===== src/rtl/tx_sched_pkg.sv =====
// Shared definitions for the transmit symbol scheduler: state encoding and default symbol values.
// The PRE state exists only when TX_PREAMBLE_EN is defined.
package tx_sched_pkg;

    localparam int          TX_SYMB_W        = 16;
    localparam logic [15:0] TX_IDLE_SYMB     = 16'h0000;
    localparam logic [15:0] TX_PREAMBLE_SYMB = 16'hA5A5;

    localparam logic [1:0] ENC_IDLE  = 2'd0;
    localparam logic [1:0] ENC_RUN   = 2'd1;
    localparam logic [1:0] ENC_FLUSH = 2'd2;
    localparam logic [1:0] ENC_PRE   = 2'd3;

    typedef enum logic [1:0] {
        ST_IDLE  = ENC_IDLE,
        ST_RUN   = ENC_RUN,
`ifdef TX_PREAMBLE_EN
        ST_PRE   = ENC_PRE,
`endif
        ST_FLUSH = ENC_FLUSH
    } state_t;

endpackage


===== src/rtl/symb_fifo.sv =====
// Synchronous symbol FIFO with registered level/full/empty; head entry is read straight from storage.
// DEPTH must be a power of two so the pointers wrap naturally.
module symb_fifo #(
    parameter int W     = 16,
    parameter int DEPTH = 4
) (
    input  logic                     clk,
    input  logic                     reset,
    input  logic                     push,
    input  logic                     pop,
    input  logic [W-1:0]             din,
    output logic [W-1:0]             dout,
    output logic                     full,
    output logic                     empty,
    output logic [$clog2(DEPTH):0]   level
);

    localparam int AW = $clog2(DEPTH);
    localparam int LW = AW + 1;

    logic [W-1:0]  mem [DEPTH];
    logic [AW-1:0] wr_ptr;
    logic [AW-1:0] rd_ptr;
    logic          do_push;
    logic          do_pop;
    logic [LW-1:0] level_next;

    assign do_push = push && !full;
    assign do_pop  = pop && !empty;
    assign dout    = mem[rd_ptr];

    // NOTE: every combinational output gets a default before the case so no path leaves it unassigned (no latch).
    always_comb begin
        level_next = level;
        case ({do_push, do_pop})
            2'b10:   level_next = level + LW'(1);
            2'b01:   level_next = level - LW'(1);
            default: level_next = level;
        endcase
    end

    // NOTE: registers use non-blocking assignments so every flop samples pre-edge values, independent of block order.
    always_ff @(posedge clk or negedge reset) begin
        if (!reset) begin
            wr_ptr <= '0;
            rd_ptr <= '0;
            level  <= '0;
            full   <= 1'b0;
            empty  <= 1'b1;
        end else begin
            if (do_push) wr_ptr <= wr_ptr + AW'(1);
            if (do_pop)  rd_ptr <= rd_ptr + AW'(1);
            level <= level_next;
            full  <= (level_next == LW'(DEPTH));
            empty <= (level_next == '0);
        end
    end

    // NOTE: storage has no reset; an entry is only read after being written, so it maps onto plain RAM.
    always_ff @(posedge clk) begin
        if (do_push) mem[wr_ptr] <= din;
    end

endmodule


===== src/rtl/tx_symbol_scheduler.sv =====
// Buffers upstream symbols and issues them to the transmitter with a read strobe every SYMB_PERIOD clocks.
// Define TX_PREAMBLE_EN to send PREAMBLE_LEN preamble symbols at each start.
module tx_symbol_scheduler
    import tx_sched_pkg::*;
#(
    parameter int                SYMB_W        = TX_SYMB_W,
    parameter int                SYMB_PERIOD   = 3,
    parameter int                FIFO_DEPTH    = 4,
    parameter logic [SYMB_W-1:0] IDLE_SYMB     = SYMB_W'(TX_IDLE_SYMB)
`ifdef TX_PREAMBLE_EN
    ,
    parameter logic [SYMB_W-1:0] PREAMBLE_SYMB = SYMB_W'(TX_PREAMBLE_SYMB),
    parameter int                PREAMBLE_LEN  = 2
`endif
) (
    input  logic                          clk,
    input  logic                          reset,
    input  logic                          s_valid,
    input  logic [SYMB_W-1:0]             s_data,
    output logic                          s_ready,
    input  logic                          enable,
    output logic [SYMB_W-1:0]             symb_in,
    output logic                          read,
    output logic                          underrun,
    output logic [$clog2(FIFO_DEPTH):0]   level,
    output logic                          busy
);

    localparam int PW = $clog2(SYMB_PERIOD);

    state_t            state;
    state_t            state_next;
    logic [PW-1:0]     phase;
    logic              tick;
    logic              run_slot;
    logic              strobe;
    logic              pop;
    logic              underrun_next;
    logic [SYMB_W-1:0] symb_next;
    logic              fifo_full;
    logic              fifo_empty;
    logic [SYMB_W-1:0] fifo_dout;

`ifdef TX_PREAMBLE_EN
    localparam int PCW = $clog2(PREAMBLE_LEN + 1);
    logic [PCW-1:0] pre_cnt;
    logic [PCW-1:0] pre_cnt_next;
`endif

    symb_fifo #(
        .W     (SYMB_W),
        .DEPTH (FIFO_DEPTH)
    ) u_fifo (
        .clk   (clk),
        .reset (reset),
        .push  (s_valid && s_ready),
        .pop   (pop),
        .din   (s_data),
        .dout  (fifo_dout),
        .full  (fifo_full),
        .empty (fifo_empty),
        .level (level)
    );

    assign s_ready = !fifo_full;
    assign busy    = (state != ST_IDLE);
    assign tick    = (state != ST_IDLE) && (phase == PW'(SYMB_PERIOD - 1));

    always_ff @(posedge clk or negedge reset) begin
        if (!reset) state <= ST_IDLE;
        else        state <= state_next;
    end

    always_comb begin
        state_next    = state;
        run_slot      = 1'b0;
        strobe        = 1'b0;
        pop           = 1'b0;
        underrun_next = 1'b0;
        symb_next     = symb_in;
`ifdef TX_PREAMBLE_EN
        pre_cnt_next  = pre_cnt;
`endif
        case (state)
            ST_IDLE: begin
                if (enable) begin
`ifdef TX_PREAMBLE_EN
                    strobe    = 1'b1;
                    symb_next = PREAMBLE_SYMB;
                    if (PREAMBLE_LEN == 1) begin
                        state_next = ST_RUN;
                    end else begin
                        state_next   = ST_PRE;
                        pre_cnt_next = PCW'(1);
                    end
`else
                    run_slot   = 1'b1;
                    state_next = ST_RUN;
`endif
                end
            end
            ST_RUN: begin
                run_slot = tick;
                if (!enable) state_next = ST_FLUSH;
            end
            ST_FLUSH: begin
                // Re-enabling mid-drain resumes RUN on the existing cadence.
                if (enable) begin
                    run_slot   = tick;
                    state_next = ST_RUN;
                end else if (tick && !fifo_empty) begin
                    strobe    = 1'b1;
                    pop       = 1'b1;
                    symb_next = fifo_dout;
                end else if (tick) begin
                    state_next = ST_IDLE;
                end
            end
`ifdef TX_PREAMBLE_EN
            ST_PRE: begin
                if (tick) begin
                    strobe    = 1'b1;
                    symb_next = PREAMBLE_SYMB;
                    if (pre_cnt == PCW'(PREAMBLE_LEN - 1)) begin
                        pre_cnt_next = '0;
                        state_next   = enable ? ST_RUN : ST_FLUSH;
                    end else begin
                        pre_cnt_next = pre_cnt + PCW'(1);
                    end
                end
            end
`endif
            default: state_next = ST_IDLE;
        endcase

        // A RUN slot always strobes: queued data if any, otherwise the idle filler.
        if (run_slot) begin
            strobe = 1'b1;
            if (!fifo_empty) begin
                pop       = 1'b1;
                symb_next = fifo_dout;
            end else begin
                symb_next     = IDLE_SYMB;
                underrun_next = 1'b1;
            end
        end
    end

    always_ff @(posedge clk or negedge reset) begin
        if (!reset) begin
            phase    <= '0;
            read     <= 1'b0;
            underrun <= 1'b0;
            symb_in  <= '0;
        end else begin
            if (strobe || tick)           phase <= '0;
            else if (state != ST_IDLE)    phase <= phase + PW'(1);
            read     <= strobe;
            underrun <= underrun_next;
            symb_in  <= symb_next;
        end
    end

`ifdef TX_PREAMBLE_EN
    always_ff @(posedge clk or negedge reset) begin
        if (!reset) pre_cnt <= '0;
        else        pre_cnt <= pre_cnt_next;
    end
`endif

endmodule


===== config.mk =====
export PLATFORM = sky130hd
export DESIGN_NAME = tx_symbol_scheduler
export DESIGN_NICKNAME = d
export VERILOG_FILES = /design/src/rtl/tx_sched_pkg.sv /design/src/rtl/symb_fifo.sv /design/src/rtl/tx_symbol_scheduler.sv
export SDC_FILE = /design/constraint.sdc
export NUM_CORES = 1
export LEC_CHECK = 0
export CAP_MARGIN = 5
export CORE_UTILIZATION = 40
export DETAILED_ROUTE_END_ITERATION = 8
export SYNTH_ARGS = -nofsm -noshare
export SYNTH_HDL_FRONTEND = slang
export SYNTH_SLANG_ARGS = --single-unit
export TNS_END_PERCENT = 50

===== constraint.sdc =====
create_clock -name clk -period 4.7 [get_ports clk]
set_input_delay 0.94 -clock clk [delete_from_list [all_inputs] [get_ports clk]]
set_output_delay 0.94 -clock clk [all_outputs]
set_load 0.03 [all_outputs]

# Word level (Yosys, flattened, before mapping)
# Memories as Yosys holds them, arrays and structs flattened.
# Cells that the tools add are included.
[word_totals]
regBits = 31
ramBits = 64
wordCells = 70
mem_count = 1
[mem_list]
columns = ["memory", "depth", "word_bits", "rd", "rd_clocked_by_memory_dff", "wr", "line_no", "rtl"]
rows = [
  ["u_fifo.mem", 4, 16, 1, 0, 1, "symb_fifo.sv:21", "logic [W-1:0] mem [DEPTH];"],
]
[classes]
addsub = 5
eq_ne = 11
muxes = 27
n_reduce_logical = 16
[ops]
columns = ["operator", "count"]
rows = [
  ["$mux W16", 5],
  ["$mux W2", 7],
  ["$mux W1", 12],
  ["$reduce_bool A2 Y1", 4],
  ["$add A2 B1 Y2 const B", 3],
  ["$eq A2 B2 Y1 const B", 3],
  ["$ne A3 B3 Y1 const B", 2],
  ["$pmux W2 S3", 1],
  ["$pmux W3 S2", 1],
  ["$logic_and A1 B1 Y1", 5],
  ["$eq A2 B1 Y1 const B", 2],
  ["$ne A2 B2 Y1 const B", 2],
  ["$reduce_and A4 Y1", 1],
  ["$add A3 B1 Y3 const B", 1],
  ["$eq A3 B3 Y1 const B", 1],
  ["$logic_not A3 Y1", 1],
  ["$pmux W1 S3", 1],
  ["$reduce_and A3 Y1", 1],
  ["$sub A3 B1 Y3 const B", 1],
  ["$logic_not A1 Y1", 2],
  ["$logic_not A2 Y1", 1],
  ["$ne A2 B1 Y1 const B", 1],
  ["$logic_or A1 B1 Y1", 1],
]

# Logic depth before layout (Yosys ltp)
# Gate-level depths: netlist of the first run.
[depth]
ltp_word = 12
ltp_mapped = 11

# By module
# Synthesis of the first run repeated with hierarchy kept, for this count alone.
[unflattened]
cells_unflattened = 235
area_unflattened_um2 = 3942.5
[modules_own_cells]
columns = ["module", "n_inst", "cells_per_inst", "area_per_inst_um2", "seq_area_each_um2"]
rows = [
  ["symb_fifo", 1, 128, 2844.0, 2148.3],
  ["tx_symbol_scheduler", 1, 107, 1098.6, 550.5],
]

# Worst setup path after synthesis of the first run
# Ideal clock, no wire load.
[synth_timing]
kind = "input port to flip-flop"
start = "in s_valid"
end = "reg u_fifo.full"
arrival_time_ns = 2.473
required_ns = 4.634
slack_ns = 2.161
cell_stages = 9
n_path_buf = 1
path_cell_list = "nor2b_1 > clkbuf_1 > inv_1 > ha_1 > fa_1 > xnor2_1 > nor2_1 > xor2_1 > and2_1"
[synth_between]
elab_chain_cells = 5
word_cells_on_any_way = 6
cone_classes = "eq/ne: 3; mux: 1; reduce/logical: 2"
[synth_lines]
columns = ["item", "line_no", "rtl"]
rows = [
  ["start, declared", "tx_symbol_scheduler.sv:18", "input logic s_valid,"],
  ["$logic_and A1 B1 Y1 *", "tx_symbol_scheduler.sv:56", ".push (s_valid && s_ready),"],
  ["$logic_and A1 B1 Y1 *", "symb_fifo.sv:28", "assign do_push = push && !full;"],
  ["$eq A2 B1 Y1 or $eq A2 B2 Y1 (tied branches)", "symb_fifo.sv:35", "case ({do_push, do_pop})"],
  ["$pmux W3 S2 *", "symb_fifo.sv:35", ""],
  ["via u_fifo.level_next[2]", "symb_fifo.sv:26", "logic [LW-1:0] level_next;"],
  ["$eq A3 B3 Y1 *", "symb_fifo.sv:54", "full <= (level_next == LW'(DEPTH));"],
  ["end signal, assigned", "symb_fifo.sv:54", ""],
  ["end, declared", "symb_fifo.sv:13", "output logic full,"],
]
# Mark *: on every way through the listed nets, which the timed path passes. The rest lies on a longest branch.
# A chain may end at the register's enable or synchronous reset.

# Final worst setup path of the first run
# Same ends and word-level chain as after synthesis.

==> metrics.txt, run 1 <==
# TYPE chip_impl_metric gauge
chip_impl_metric{name="grt.total_usage",unit=""} 0.144
chip_impl_info{name="setup.worst_path.class",value="in -> reg"} 1
chip_impl_metric{name="synth_warnings",unit=""} 0
chip_impl_metric{name="path_max_fanout",unit=""} 8
chip_impl_metric{name="starting_density_of_the_core",unit=""} 0.413
chip_impl_metric{name="synth_area_per_cell",unit="µm²"} 16.7
chip_impl_metric{name="num_io_pins",unit=""} 43
chip_impl_info{name="run_status",value="finished clean"} 1
chip_impl_metric{name="syn_to_final_growth",unit="%"} 19.7
chip_impl_metric{name="global_route_wire_length_before_repair",unit="µm"} 10500
chip_impl_metric{name="first_iter_violations",unit=""} 62
chip_impl_metric{name="routed_wire_length_per_instance",unit="µm"} 16.4
chip_impl_metric{name="sequential_share_of_the_synthesized_area",unit=""} 0.711
chip_impl_metric{name="slew-limit-headroom",unit=""} 0.358
chip_impl_metric{name="clock_power_share",unit=""} 0.217
chip_impl_metric{name="chip_height",unit="µm"} 99.4
chip_impl_metric{name="cp.arrival",unit="ns"} 3.13
chip_impl_info{name="synth.most_common_cell",value="sky130_fd_sc_hd__edfxtp_1"} 1
chip_impl_metric{name="nets",unit=""} 299
chip_impl_metric{name="filler_cell_count",unit=""} 796
chip_impl_metric{name="dpl.hpwl",unit="µm"} 3840
chip_impl_metric{name="antenna-diode-count",unit=""} 0
chip_impl_metric{name="first_global_vias",unit=""} 1965
chip_impl_metric{name="cts_buffer_depth",unit=""} 2
chip_impl_metric{name="post-synth-top-area-fraction",unit=""} 0.506
chip_impl_metric{name="hold_violations",unit=""} 0
chip_impl_metric{name="fp.dieW",unit="µm"} 99.4
chip_impl_metric{name="ys_seq_elements",unit=""} 95
chip_impl_metric{name="drt_first_pass_iters",unit=""} 4
chip_impl_info{name="setup.worst_path.end_class",value="flop"} 1
chip_impl_metric{name="antenna_found_initial",unit=""} 0
chip_impl_metric{name="ir_drop",unit="mV"} 0.261
chip_impl_metric{name="final_critical_delay_including_setup_and_external_delays",unit="ns"} 2.82
chip_impl_metric{name="post_cts_setup_repair_buffer_count",unit=""} 0
chip_impl_metric{name="tns",unit="ns"} 0
chip_impl_info{name="start_kind",value="input port"} 1
chip_impl_metric{name="cts.sinks",unit=""} 95
chip_impl_info{name="cts_tree",value="done"} 1
chip_impl_metric{name="fin_worst_hold_slack",unit="ns"} 0.506
chip_impl_metric{name="power_frac_comb",unit=""} 0.346
chip_impl_metric{name="fin_crit_sh",unit=""} 0.600
chip_impl_metric{name="drc",unit=""} 0
chip_impl_metric{name="share_of_flip_flops_with_an_asynchronous_set_or_reset",unit=""} 0.326
chip_impl_metric{name="tightest_slew",unit="ns"} 0.964
chip_impl_info{name="netlist_top_cells_count",value="64 x sky130_fd_sc_hd__edfxtp_1, 34 x sky130_fd_sc_hd__mux2i_1, 30 x sky130_fd_sc_hd__dfrtp_1"} 1
chip_impl_metric{name="cts_hold_repair.buffers",unit=""} 0
chip_impl_metric{name="port_buffers",unit=""} 42
chip_impl_metric{name="powerDensity",unit="nW/µm²"} 653
chip_impl_info{name="synth_largest_area_cell",value="sky130_fd_sc_hd__edfxtp_1"} 1
chip_impl_metric{name="gp_routability_congestion",unit=""} 0.681
chip_impl_metric{name="overflow",unit=""} 0
chip_impl_info{name="rsz0062_at_grt",value="false"} 1
chip_impl_metric{name="finalClockSkew",unit="ns"} 0.00941
chip_impl_metric{name="drv_slew",unit=""} 0
chip_impl_metric{name="syn_nets",unit=""} 255
chip_impl_metric{name="route.detailed.vias_per_inst",unit=""} 5.02
chip_impl_metric{name="routed_wirelength",unit="µm"} 6370
chip_impl_metric{name="netlist_area",unit="µm²"} 3800
chip_impl_metric{name="seqPwrFrac",unit=""} 0.436
chip_impl_metric{name="ctsResizeCount",unit=""} 0
chip_impl_metric{name="postSynthCellCount",unit=""} 228
chip_impl_metric{name="clk_pin_slew_worst_paths",unit="ns"} 0.09
chip_impl_metric{name="synth_edf_count",unit=""} 64
chip_impl_metric{name="power_switching_share",unit=""} 0.333
chip_impl_metric{name="via_count",unit=""} 1946
chip_impl_info{name="clockRootBuffer",value="sky130_fd_sc_hd__clkbuf_8"} 1
chip_impl_metric{name="design.die.area",unit="µm²"} 9890
chip_impl_metric{name="final-setup-viol-count",unit=""} 0
chip_impl_metric{name="drv.max_cap_violation_count",unit=""} 0
chip_impl_metric{name="fraction_of_final_layout_cells_sized_beyond_drive_strength_1",unit=""} 0.141
chip_impl_info{name="synth-main-ff-cell",value="sky130_fd_sc_hd__edfxtp_1"} 1
chip_impl_metric{name="std_cell_rows",unit=""} 35
chip_impl_info{name="ys_top_cells_by_area",value="sky130_fd_sc_hd__edfxtp_1 51%, sky130_fd_sc_hd__dfrtp_1 20%, sky130_fd_sc_hd__mux2i_1 9.0%"} 1
chip_impl_metric{name="final_core_utilization",unit=""} 0.494
chip_impl_metric{name="grt_start_max_net_pins",unit=""} 34
chip_impl_metric{name="cellLeakagePower",unit="nW"} 1.74
chip_impl_metric{name="switchingPower",unit="W"} 0.000990
chip_impl_metric{name="layout.area.seq",unit="µm²"} 2700
chip_impl_metric{name="cts_max_level",unit=""} 3
chip_impl_metric{name="post_synth_num_cell_types",unit=""} 31
chip_impl_metric{name="drtAntennaViolNets",unit=""} 0
chip_impl_metric{name="worst_skew_pair_latency",unit="ns"} 0.36
chip_impl_metric{name="critical_path_required",unit="ns"} 5.01
chip_impl_metric{name="design.core.area",unit="µm²"} 9200
chip_impl_metric{name="cellInternalPower",unit="W"} 0.00198
chip_impl_info{name="worstHoldPathType",value="reg -> reg"} 1
chip_impl_metric{name="fmax",unit="MHz"} 354
chip_impl_metric{name="tritoncts.num_buffers",unit=""} 9
chip_impl_metric{name="multi_input_logic_area",unit="µm²"} 1000
[cells in the final DEF (no fill, tap or decap), drive strengths merged, types with 5 or more instances in the layout]
cell / netlist / layout
a21oi: 5 / 5
and2: 5 / 5
clkbuf: 3 / 10
clkdlybuf4s50: 0 / 42
dfrtp: 30 / 30
edfxtp: 64 / 64
ha: 6 / 6
inv: 8 / 10
mux2: 17 / 17
mux2i: 34 / 34
nor2: 7 / 7
o22ai: 16 / 16
[per-stage QoR]
stage	instances	power [W]	cell area (µm²)	setup slack, ns
after floorplan	228	0.00203	3800	2.16
after global placement	372	0.00235	4300	1.54
after detailed placement	372	0.00236	4300	1.43
after CTS	388	0.00301	4540	1.83
after global routing	388	0.00314	4540	1.64
final	388	0.00297	4540	1.88
[sequential cells by signal, indices dropped and copies added (netlist names)]
| name | count |
|---|---|
| u_fifo.rd_ptr | 2 |
| underrun | 1 |
| u_fifo.wr_ptr | 2 |
| u_fifo.level | 3 |
| u_fifo.full | 1 |
| phase | 2 |
| state | 2 |
| u_fifo.mem | 64 |
| u_fifo.empty | 1 |
| symb_in | 16 |
| read | 1 |
[power by group through the flow]
stage	logic [W]	registers [W]	clock network (W)
finish	0.00103	0.00129	0.000645
global route	0.00112	0.00133	0.000693
CTS	0.00105	0.00130	0.000657
detailed placement	0.00105	0.00132	0
global placement	0.00104	0.00131	0
floorplan	0.000632	0.00139	0
[worst paths after layout]
path	depth (start not counted)	slack (ns)	to	startpoint
worst max-delay path	9	1.88	u_fifo.full	s_valid
worst min-delay path	1	0.51	u_fifo.rd_ptr[1]	u_fifo.rd_ptr[1]
worst max register to register	11	2.33	u_fifo.full	phase[0]
worst min register to register	1	0.51	u_fifo.rd_ptr[1]	u_fifo.rd_ptr[1]
max in group asynchronous	2	3.40	u_fifo.rd_ptr[0]	reset
min in group asynchronous	2	0.97	u_fifo.level[1]	reset
[per-layer routing]
metal	GRT usage	vias to the layer above	part of all wire
met5	0	-	0
met4	0.0713	0	0.021
met3	0.0288	11	0.036
met2	0.215	45	0.46
met1	0.201	954	0.48
li1	-	936	-
[cell type report]
type	count	area share
sequential	95	0.594
multi-input combinational	115	0.221
timing repair buffer	43	0.0942
tap	111	0.0306
clock buffer	10	0.0281
clock inverter	6	0.0253
inverter	8	0.00661
[critical path: stages]
cell and delay, ns:
sky130_fd_sc_hd__clkdlybuf4s50_1 0.45, sky130_fd_sc_hd__nor2b_1 0.41, sky130_fd_sc_hd__inv_1 0.10, sky130_fd_sc_hd__ha_1 0.25, sky130_fd_sc_hd__fa_1 0.38, sky130_fd_sc_hd__xnor2_1 0.13
sky130_fd_sc_hd__nor2_1 0.11, sky130_fd_sc_hd__xor2_1 0.22, sky130_fd_sc_hd__and2_1 0.15
[logic make-up after synthesis]
group | synth area share
fa+ha+maj | 0.0250
xor+xnor | 0.0138
buf+inv | 0.0247
simple gates | 0.0362
compound gates | 0.0425
flops | 0.711
mux | 0.147
No activity file was read; power rests on OpenSTA's default activity.
==> inputs of run 2 (changes only) <==
==> constraint.sdc (replaced) <==
create_clock -name clk -period 2.8 [get_ports clk]
set_input_delay 0.56 -clock clk [delete_from_list [all_inputs] [get_ports clk]]
set_output_delay 0.56 -clock clk [all_outputs]
set_load 0.03 [all_outputs]
==> metrics.txt, run 2 (synthesis gave the netlist of run 1 again) <==
# TYPE chip_impl_metric gauge
chip_impl_info{name="run_status",value="finished clean"} 1
chip_impl_metric{name="grt.total_usage",unit=""} 0.146
chip_impl_info{name="clockRootBuffer",value="sky130_fd_sc_hd__clkbuf_8"} 1
chip_impl_metric{name="cts_hold_repair.buffers",unit=""} 0
chip_impl_metric{name="cp.arrival",unit="ns"} 2.68
chip_impl_metric{name="critical_path_required",unit="ns"} 3.10
chip_impl_metric{name="antenna-diode-count",unit=""} 0
chip_impl_metric{name="cts.sinks",unit=""} 95
chip_impl_metric{name="nets",unit=""} 311
chip_impl_metric{name="port_buffers",unit=""} 42
chip_impl_metric{name="worstPathBufferInverterCount",unit=""} 2
chip_impl_metric{name="path_max_fanout",unit=""} 5
chip_impl_metric{name="ir_drop",unit="mV"} 0.539
chip_impl_metric{name="finalClockSkew",unit="ns"} 0.0113
chip_impl_info{name="rsz0062_at_grt",value="false"} 1
chip_impl_metric{name="placed_cells_incl_taps",unit=""} 384
chip_impl_metric{name="worst_skew_pair_latency",unit="ns"} 0.35
chip_impl_metric{name="hold_violations",unit=""} 0
chip_impl_metric{name="largest_register_ffs",unit=""} 64
chip_impl_metric{name="cellLeakagePower",unit="nW"} 1.79
chip_impl_metric{name="stdcell_area",unit="µm²"} 4600
chip_impl_info{name="setup.worst_path.end_class",value="flop"} 1
chip_impl_metric{name="gp_routability_congestion",unit=""} 0.703
chip_impl_metric{name="drtAntennaViolNets",unit=""} 0
chip_impl_metric{name="first_global_vias",unit=""} 1943
chip_impl_metric{name="powerDensity",unit="nW/µm²"} 1060
chip_impl_metric{name="antenna_found_initial",unit=""} 0
chip_impl_metric{name="fp.dieW",unit="µm"} 99.4
chip_impl_metric{name="tns",unit="ns"} 0
chip_impl_info{name="cts_tree",value="done"} 1
chip_impl_metric{name="final-setup-viol-count",unit=""} 0
chip_impl_metric{name="clk_pin_slew_worst_paths",unit="ns"} 0.09
chip_impl_info{name="setup.worst_path.class",value="reg -> reg"} 1
chip_impl_metric{name="first_iter_violations",unit=""} 85
chip_impl_metric{name="drv_slew",unit=""} 0
chip_impl_info{name="critPathTopFamily",value="adder cells"} 1
chip_impl_metric{name="drv.max_cap_violation_count",unit=""} 0
chip_impl_metric{name="fmax",unit="MHz"} 420
chip_impl_metric{name="final_cell_count_no_fill",unit=""} 400
chip_impl_metric{name="drc",unit=""} 0
chip_impl_info{name="cp_cell_sequence",value="inv_1 > ha_1 > nor2b_1 > nand2_1 > a21oi_1 > ha_1 > fa_1 > nor2_1 > a21oi_1 > inv_1 > and2_1"} 1
chip_impl_metric{name="fin_crit_sh",unit=""} 0.850
chip_impl_metric{name="routed_wire_length_per_instance",unit="µm"} 16.4
chip_impl_info{name="biggestRegsByFlops",value="u_fifo.mem x64, symb_in x16, u_fifo.level x3"} 1
chip_impl_metric{name="syn_to_final_growth",unit="%"} 21.1
chip_impl_metric{name="grt_start_max_net_pins",unit=""} 34
chip_impl_metric{name="num_io_pins",unit=""} 43
chip_impl_metric{name="tightest_slew",unit="ns"} 0.658
chip_impl_metric{name="ctsResizeCount",unit=""} 0
chip_impl_metric{name="slew-limit-headroom",unit=""} 0.561
chip_impl_info{name="worstHoldPathType",value="reg -> reg"} 1
chip_impl_metric{name="via_count",unit=""} 1979
chip_impl_info{name="start_kind",value="flop"} 1
chip_impl_metric{name="chip_height",unit="µm"} 99.4
chip_impl_metric{name="cts_buffer_depth",unit=""} 2
chip_impl_metric{name="starting_density_of_the_core",unit=""} 0.413
chip_impl_metric{name="design.die.area",unit="µm²"} 9890
chip_impl_metric{name="drt_first_pass_iters",unit=""} 4
chip_impl_metric{name="cts_max_level",unit=""} 3
chip_impl_metric{name="tritoncts.num_buffers",unit=""} 9
chip_impl_metric{name="placedInstanceArea",unit="µm²"} 4400
chip_impl_metric{name="std_cell_rows",unit=""} 35
chip_impl_metric{name="fraction_of_final_layout_cells_sized_beyond_drive_strength_1",unit=""} 0.176
chip_impl_metric{name="routed_wirelength",unit="µm"} 6580
chip_impl_info{name="final_cell_mix",value="64 x sky130_fd_sc_hd__edfxtp_1, 42 x sky130_fd_sc_hd__clkdlybuf4s50_1, 34 x sky130_fd_sc_hd__mux2i_1, 29 x sky130_fd_sc_hd__dfrtp_1, 16 x sky130_fd_sc_hd__o22ai_1"} 1
chip_impl_metric{name="design.core.area",unit="µm²"} 9200
chip_impl_metric{name="overflow",unit=""} 0
chip_impl_metric{name="route.detailed.vias_per_inst",unit=""} 4.95
chip_impl_metric{name="final_critical_delay_including_setup_and_external_delays",unit="ns"} 2.38
chip_impl_metric{name="overall_power_of_the_completed_layout",unit="W"} 0.00487
chip_impl_metric{name="post_cts_setup_repair_buffer_count",unit=""} 0
chip_impl_metric{name="dpl.hpwl",unit="µm"} 4170
chip_impl_metric{name="global_route_wire_length_before_repair",unit="µm"} 10600
chip_impl_metric{name="crit_path_max_incr_delay",unit="ns"} 0.43
chip_impl_info{name="leading_cell_type_in_the_layout_fill_and_taps_excluded",value="sky130_fd_sc_hd__edfxtp_1"} 1
chip_impl_info{name="regMostFlops",value="u_fifo.mem"} 1
chip_impl_info{name="slowest_stage",value="sky130_fd_sc_hd__fa_1"} 1
==> run 2: power by group <==
| part | leakage (nW) | switching [W] | internal (W) |
|---|---|---|---|
| registers | 0.964 | 0.000164 | 0.00189 |
| clock network | 0.101 | 0.000463 | 0.000420 |
| logic | 0.727 | 0.00105 | 0.000884 |
==> run 2: layout make-up <==
| class | count | area, µm² |
|---|---|---|
| clock buffer | 10 | 128 |
| clock inverter | 6 | 66.3 |
| fill | 788 | 4600 |
| inverter | 8 | 30.0 |
| multi-input combinational | 115 | 1000 |
| sequential | 95 | 2700 |
| tap | 111 | 139 |
| timing repair buffer | 55 | 531 |
==> run 2: final timing paths <==
path	from	to	slack, ns	depth (start not counted)
setup / recovery	phase[0]	u_fifo.full	0.42	11
min in group asynchronous	reset	state[1]	0.60	1
setup reg to reg	phase[0]	u_fifo.full	0.42	11
max in group asynchronous	reset	u_fifo.empty	1.53	2
hold reg to reg	u_fifo.rd_ptr[1]	u_fifo.rd_ptr[1]	0.50	1
hold / removal	u_fifo.rd_ptr[1]	u_fifo.rd_ptr[1]	0.50	1
==> run 2: metrics by stage <==
stage	util	worst slack (ns)	hold WS, ns
final	0.500	0.421	0.502
after CTS	0.500	0.391	0.499
after floorplan	-	0.607	0.264
after detailed placement	0.479	0.100	0.482
after global placement	0.479	0.101	0.469
after global routing	0.500	0.217	0.516
==> run 2: worst reg2reg max path, stage by stage, from the launching register on <==
cell                      delay, ns
sky130_fd_sc_hd__dfrtp_1       0.40
sky130_fd_sc_hd__inv_1         0.06
sky130_fd_sc_hd__ha_1          0.22
sky130_fd_sc_hd__nor2b_1       0.26
sky130_fd_sc_hd__nand2_1       0.11
sky130_fd_sc_hd__a21oi_1       0.24
sky130_fd_sc_hd__ha_1          0.24
sky130_fd_sc_hd__fa_1          0.43
sky130_fd_sc_hd__nor2_1        0.09
sky130_fd_sc_hd__a21oi_1       0.09
sky130_fd_sc_hd__inv_1         0.06
sky130_fd_sc_hd__and2_1        0.11
==> run 2: layer usage <==
metal | up-vias | routed length, µm | GRT usage | part of all wire
met5 | - | 0 | 0 | 0
met4 | 0 | 73 | 0.0441 | 0.011
met3 | 7 | 279 | 0.0478 | 0.042
met2 | 38 | 3000 | 0.220 | 0.46
met1 | 978 | 3230 | 0.203 | 0.49
li1 | 956 | - | - | -
==> inputs of run 3 (changes only) <==
==> constraint.sdc (replaced) <==
create_clock -name clk -period 2.38 [get_ports clk]
set_input_delay 0.476 -clock clk [delete_from_list [all_inputs] [get_ports clk]]
set_output_delay 0.476 -clock clk [all_outputs]
set_load 0.03 [all_outputs]
==> metrics.txt, run 3 (synthesis gave the netlist of run 1 again) <==
# TYPE chip_impl_metric gauge
chip_impl_info{name="cts_tree",value="done"} 1
chip_impl_metric{name="first_global_vias",unit=""} 2073
chip_impl_info{name="setup.worst_path.end_class",value="flop"} 1
chip_impl_metric{name="tritoncts.num_buffers",unit=""} 9
chip_impl_metric{name="route.detailed.vias_per_inst",unit=""} 4.91
chip_impl_metric{name="antenna-diode-count",unit=""} 0
chip_impl_metric{name="dp_worst_setup_slack",unit="ns"} -0.155
chip_impl_metric{name="gp_routability_congestion",unit=""} 0.696
chip_impl_metric{name="grt_start_max_net_pins",unit=""} 32
chip_impl_metric{name="cts.sinks",unit=""} 95
chip_impl_metric{name="layout.area.seq",unit="µm²"} 2700
chip_impl_metric{name="met2_length",unit="µm"} 3290
chip_impl_metric{name="first_iter_violations",unit=""} 85
chip_impl_info{name="biggestRegsByFlops",value="u_fifo.mem x64, symb_in x16, u_fifo.level x3"} 1
chip_impl_metric{name="nets",unit=""} 317
chip_impl_info{name="top_layer_used",value="met4"} 1
chip_impl_metric{name="cts_buffer_depth",unit=""} 2
chip_impl_metric{name="finalClockSkew",unit="ns"} 0.0105
chip_impl_metric{name="via_count",unit=""} 1992
chip_impl_metric{name="worst_skew_pair_latency",unit="ns"} 0.35
chip_impl_metric{name="fmax",unit="MHz"} 446
chip_impl_info{name="slowest_stage",value="sky130_fd_sc_hd__fa_1"} 1
chip_impl_metric{name="std_cell_rows",unit=""} 35
chip_impl_metric{name="starting_density_of_the_core",unit=""} 0.413
chip_impl_metric{name="port_buffers",unit=""} 42
chip_impl_metric{name="filler_cell_count",unit=""} 791
chip_impl_info{name="startpoint",value="phase[0]"} 1
chip_impl_metric{name="cts_max_level",unit=""} 3
chip_impl_metric{name="fp.dieW",unit="µm"} 99.4
chip_impl_metric{name="fin_crit_sh",unit=""} 0.942
chip_impl_metric{name="grt.total_usage",unit=""} 0.145
chip_impl_metric{name="multi_input_logic_area",unit="µm²"} 1010
chip_impl_info{name="final_cell_mix",value="64 x sky130_fd_sc_hd__edfxtp_1, 42 x sky130_fd_sc_hd__clkdlybuf4s50_1, 34 x sky130_fd_sc_hd__mux2i_1, 29 x sky130_fd_sc_hd__dfrtp_1, 18 x sky130_fd_sc_hd__buf_4"} 1
chip_impl_metric{name="routedLengthMet1",unit="µm"} 3010
chip_impl_metric{name="largest_register_ffs",unit=""} 64
chip_impl_metric{name="crit_path_max_incr_delay",unit="ns"} 0.38
chip_impl_info{name="run_status",value="finished clean"} 1
chip_impl_metric{name="dpl.hpwl",unit="µm"} 4300
chip_impl_metric{name="drc",unit=""} 0
chip_impl_metric{name="slew-limit-headroom",unit=""} 0.708
chip_impl_metric{name="num_io_pins",unit=""} 43
chip_impl_metric{name="path_max_fanout",unit=""} 5
chip_impl_metric{name="drv_slew",unit=""} 0
chip_impl_metric{name="final-setup-viol-count",unit=""} 0
chip_impl_metric{name="drtAntennaViolNets",unit=""} 0
chip_impl_metric{name="global_route_wire_length_before_repair",unit="µm"} 10500
chip_impl_metric{name="route.met3.wl",unit="µm"} 278
chip_impl_info{name="start_kind",value="flop"} 1
chip_impl_metric{name="chip_height",unit="µm"} 99.4
chip_impl_info{name="hold_path_startpoint",value="u_fifo.level[2]"} 1
chip_impl_metric{name="antenna_found_initial",unit=""} 0
chip_impl_metric{name="overflow",unit=""} 0
chip_impl_metric{name="drv.max_cap_violation_count",unit=""} 0
chip_impl_metric{name="routed_wirelength",unit="µm"} 6640
chip_impl_metric{name="design.core.area",unit="µm²"} 9200
chip_impl_metric{name="powerDensity",unit="nW/µm²"} 1250
chip_impl_metric{name="tns",unit="ns"} 0
chip_impl_metric{name="design.die.area",unit="µm²"} 9890
chip_impl_metric{name="syn_to_final_growth",unit="%"} 22.7
chip_impl_metric{name="tightest_slew",unit="ns"} 0.439
chip_impl_info{name="setup.worst_path.class",value="reg -> reg"} 1
chip_impl_info{name="crit-reg2reg-launch",value="phase[0]"} 1
chip_impl_info{name="worstHoldPathType",value="reg -> reg"} 1
chip_impl_metric{name="ir_drop",unit="mV"} 0.622
chip_impl_metric{name="critical_path_required",unit="ns"} 2.67
chip_impl_metric{name="cp.arrival",unit="ns"} 2.53
chip_impl_info{name="cp_cell_sequence",value="inv_1 > ha_2 > nor2b_2 > nand2_1 > a21oi_2 > ha_1 > fa_1 > xnor2_1 > nor2_1 > xor2_1 > and2_1"} 1
chip_impl_info{name="regMostFlops",value="u_fifo.mem"} 1
chip_impl_metric{name="clk_pin_slew_worst_paths",unit="ns"} 0.09
chip_impl_info{name="clockRootBuffer",value="sky130_fd_sc_hd__clkbuf_8"} 1
chip_impl_metric{name="fraction_of_final_layout_cells_sized_beyond_drive_strength_1",unit=""} 0.207
chip_impl_info{name="rsz0062_at_grt",value="false"} 1
chip_impl_metric{name="final_critical_delay_including_setup_and_external_delays",unit="ns"} 2.24
chip_impl_metric{name="cellLeakagePower",unit="nW"} 1.82
chip_impl_metric{name="routed_wire_length_per_instance",unit="µm"} 16.3
chip_impl_metric{name="timing.final.ws_setup",unit="ns"} 0.139
chip_impl_info{name="leading_cell_type_in_the_layout_fill_and_taps_excluded",value="sky130_fd_sc_hd__edfxtp_1"} 1
chip_impl_metric{name="drt_first_pass_iters",unit=""} 4
chip_impl_metric{name="hold_violations",unit=""} 0
-- run 3: cell count changes in the layout (fill, tap and decap cells not counted) --
cell	previous run	this run
sky130_fd_sc_hd__buf_4	12	18
sky130_fd_sc_hd__a21oi_1	5	4
sky130_fd_sc_hd__a21oi_2	0	1
sky130_fd_sc_hd__clkbuf_1	1	0
sky130_fd_sc_hd__clkinv_2	2	1
sky130_fd_sc_hd__clkinv_4	0	1
sky130_fd_sc_hd__clkinvlp_4	0	1
sky130_fd_sc_hd__ha_1	6	5
sky130_fd_sc_hd__ha_2	0	1
sky130_fd_sc_hd__nor2b_1	3	2
sky130_fd_sc_hd__nor2b_2	0	1
-- run 3: per-stage QoR --
stage               total power, W  hold slack (ns)   util  instances  cell area [µm²]
finish                     0.00583            0.507  0.507        406             4660
global route               0.00615            0.533  0.507        406             4660
CTS                        0.00590            0.516  0.505        405             4650
detailed placement         0.00484            0.498  0.483        389             4440
global placement           0.00478            0.476  0.483        389             4440
floorplan                  0.00400            0.180      -        228             3800
-- run 3: routing by layer --
metal | vias up | global-route usage
met5 | - | 0
met3 | 8 | 0.0492
met2 | 40 | 0.246
met4 | 0 | 0.0452
li1 | 962 | -
met1 | 982 | 0.176
-- run 3: final timing paths --
check / to / slack [ns] / depth (start not counted)
setup / recovery: u_fifo.full / 0.14 / 11
hold / removal: u_fifo.level[2] / 0.51 / 1
setup reg to reg: u_fifo.full / 0.14 / 11
hold reg to reg: u_fifo.level[2] / 0.51 / 1
max in group asynchronous: u_fifo.empty / 1.51 / 2
min in group asynchronous: u_fifo.level[0] / 0.52 / 2
-- run 3: area by class of cell --
type                    instances  share of cell area
repair buffers                 61               0.124
well taps                     111              0.0298
inverters                       8             0.00644
flip-flops and latches         95               0.579
clock buffers                   9              0.0266
clock inverters                 7              0.0166
multi-input cells             115               0.218
-- run 3: where the power goes --
group          total, W  switching (W)  internal [W]
clock network   0.00105       0.000552      0.000496
registers       0.00247       0.000248       0.00223
logic           0.00230        0.00120       0.00110
total           0.00583        0.00200       0.00383
-- run 3: critical path, delay by kind of cell, from the launching register on --
| kind | cells | cell delay [ns] |
|---|---|---|
| adder cells (fa/ha/maj) | 3 | 0.79 |
| AND/OR/NAND/NOR | 4 | 0.54 |
| flip-flops | 1 | 0.36 |
| XOR/XNOR | 2 | 0.36 |
| AO/OA/AOI/OAI | 1 | 0.07 |
| buffers and inverters | 1 | 0.05 |
-- run 3: what timing repair did --
action,CTS,global route
endpoints found under the setup margin,1,3
setup buffers,0,1
gates resized for setup,1,2
hold buffers,0,0
pin swaps,0,1
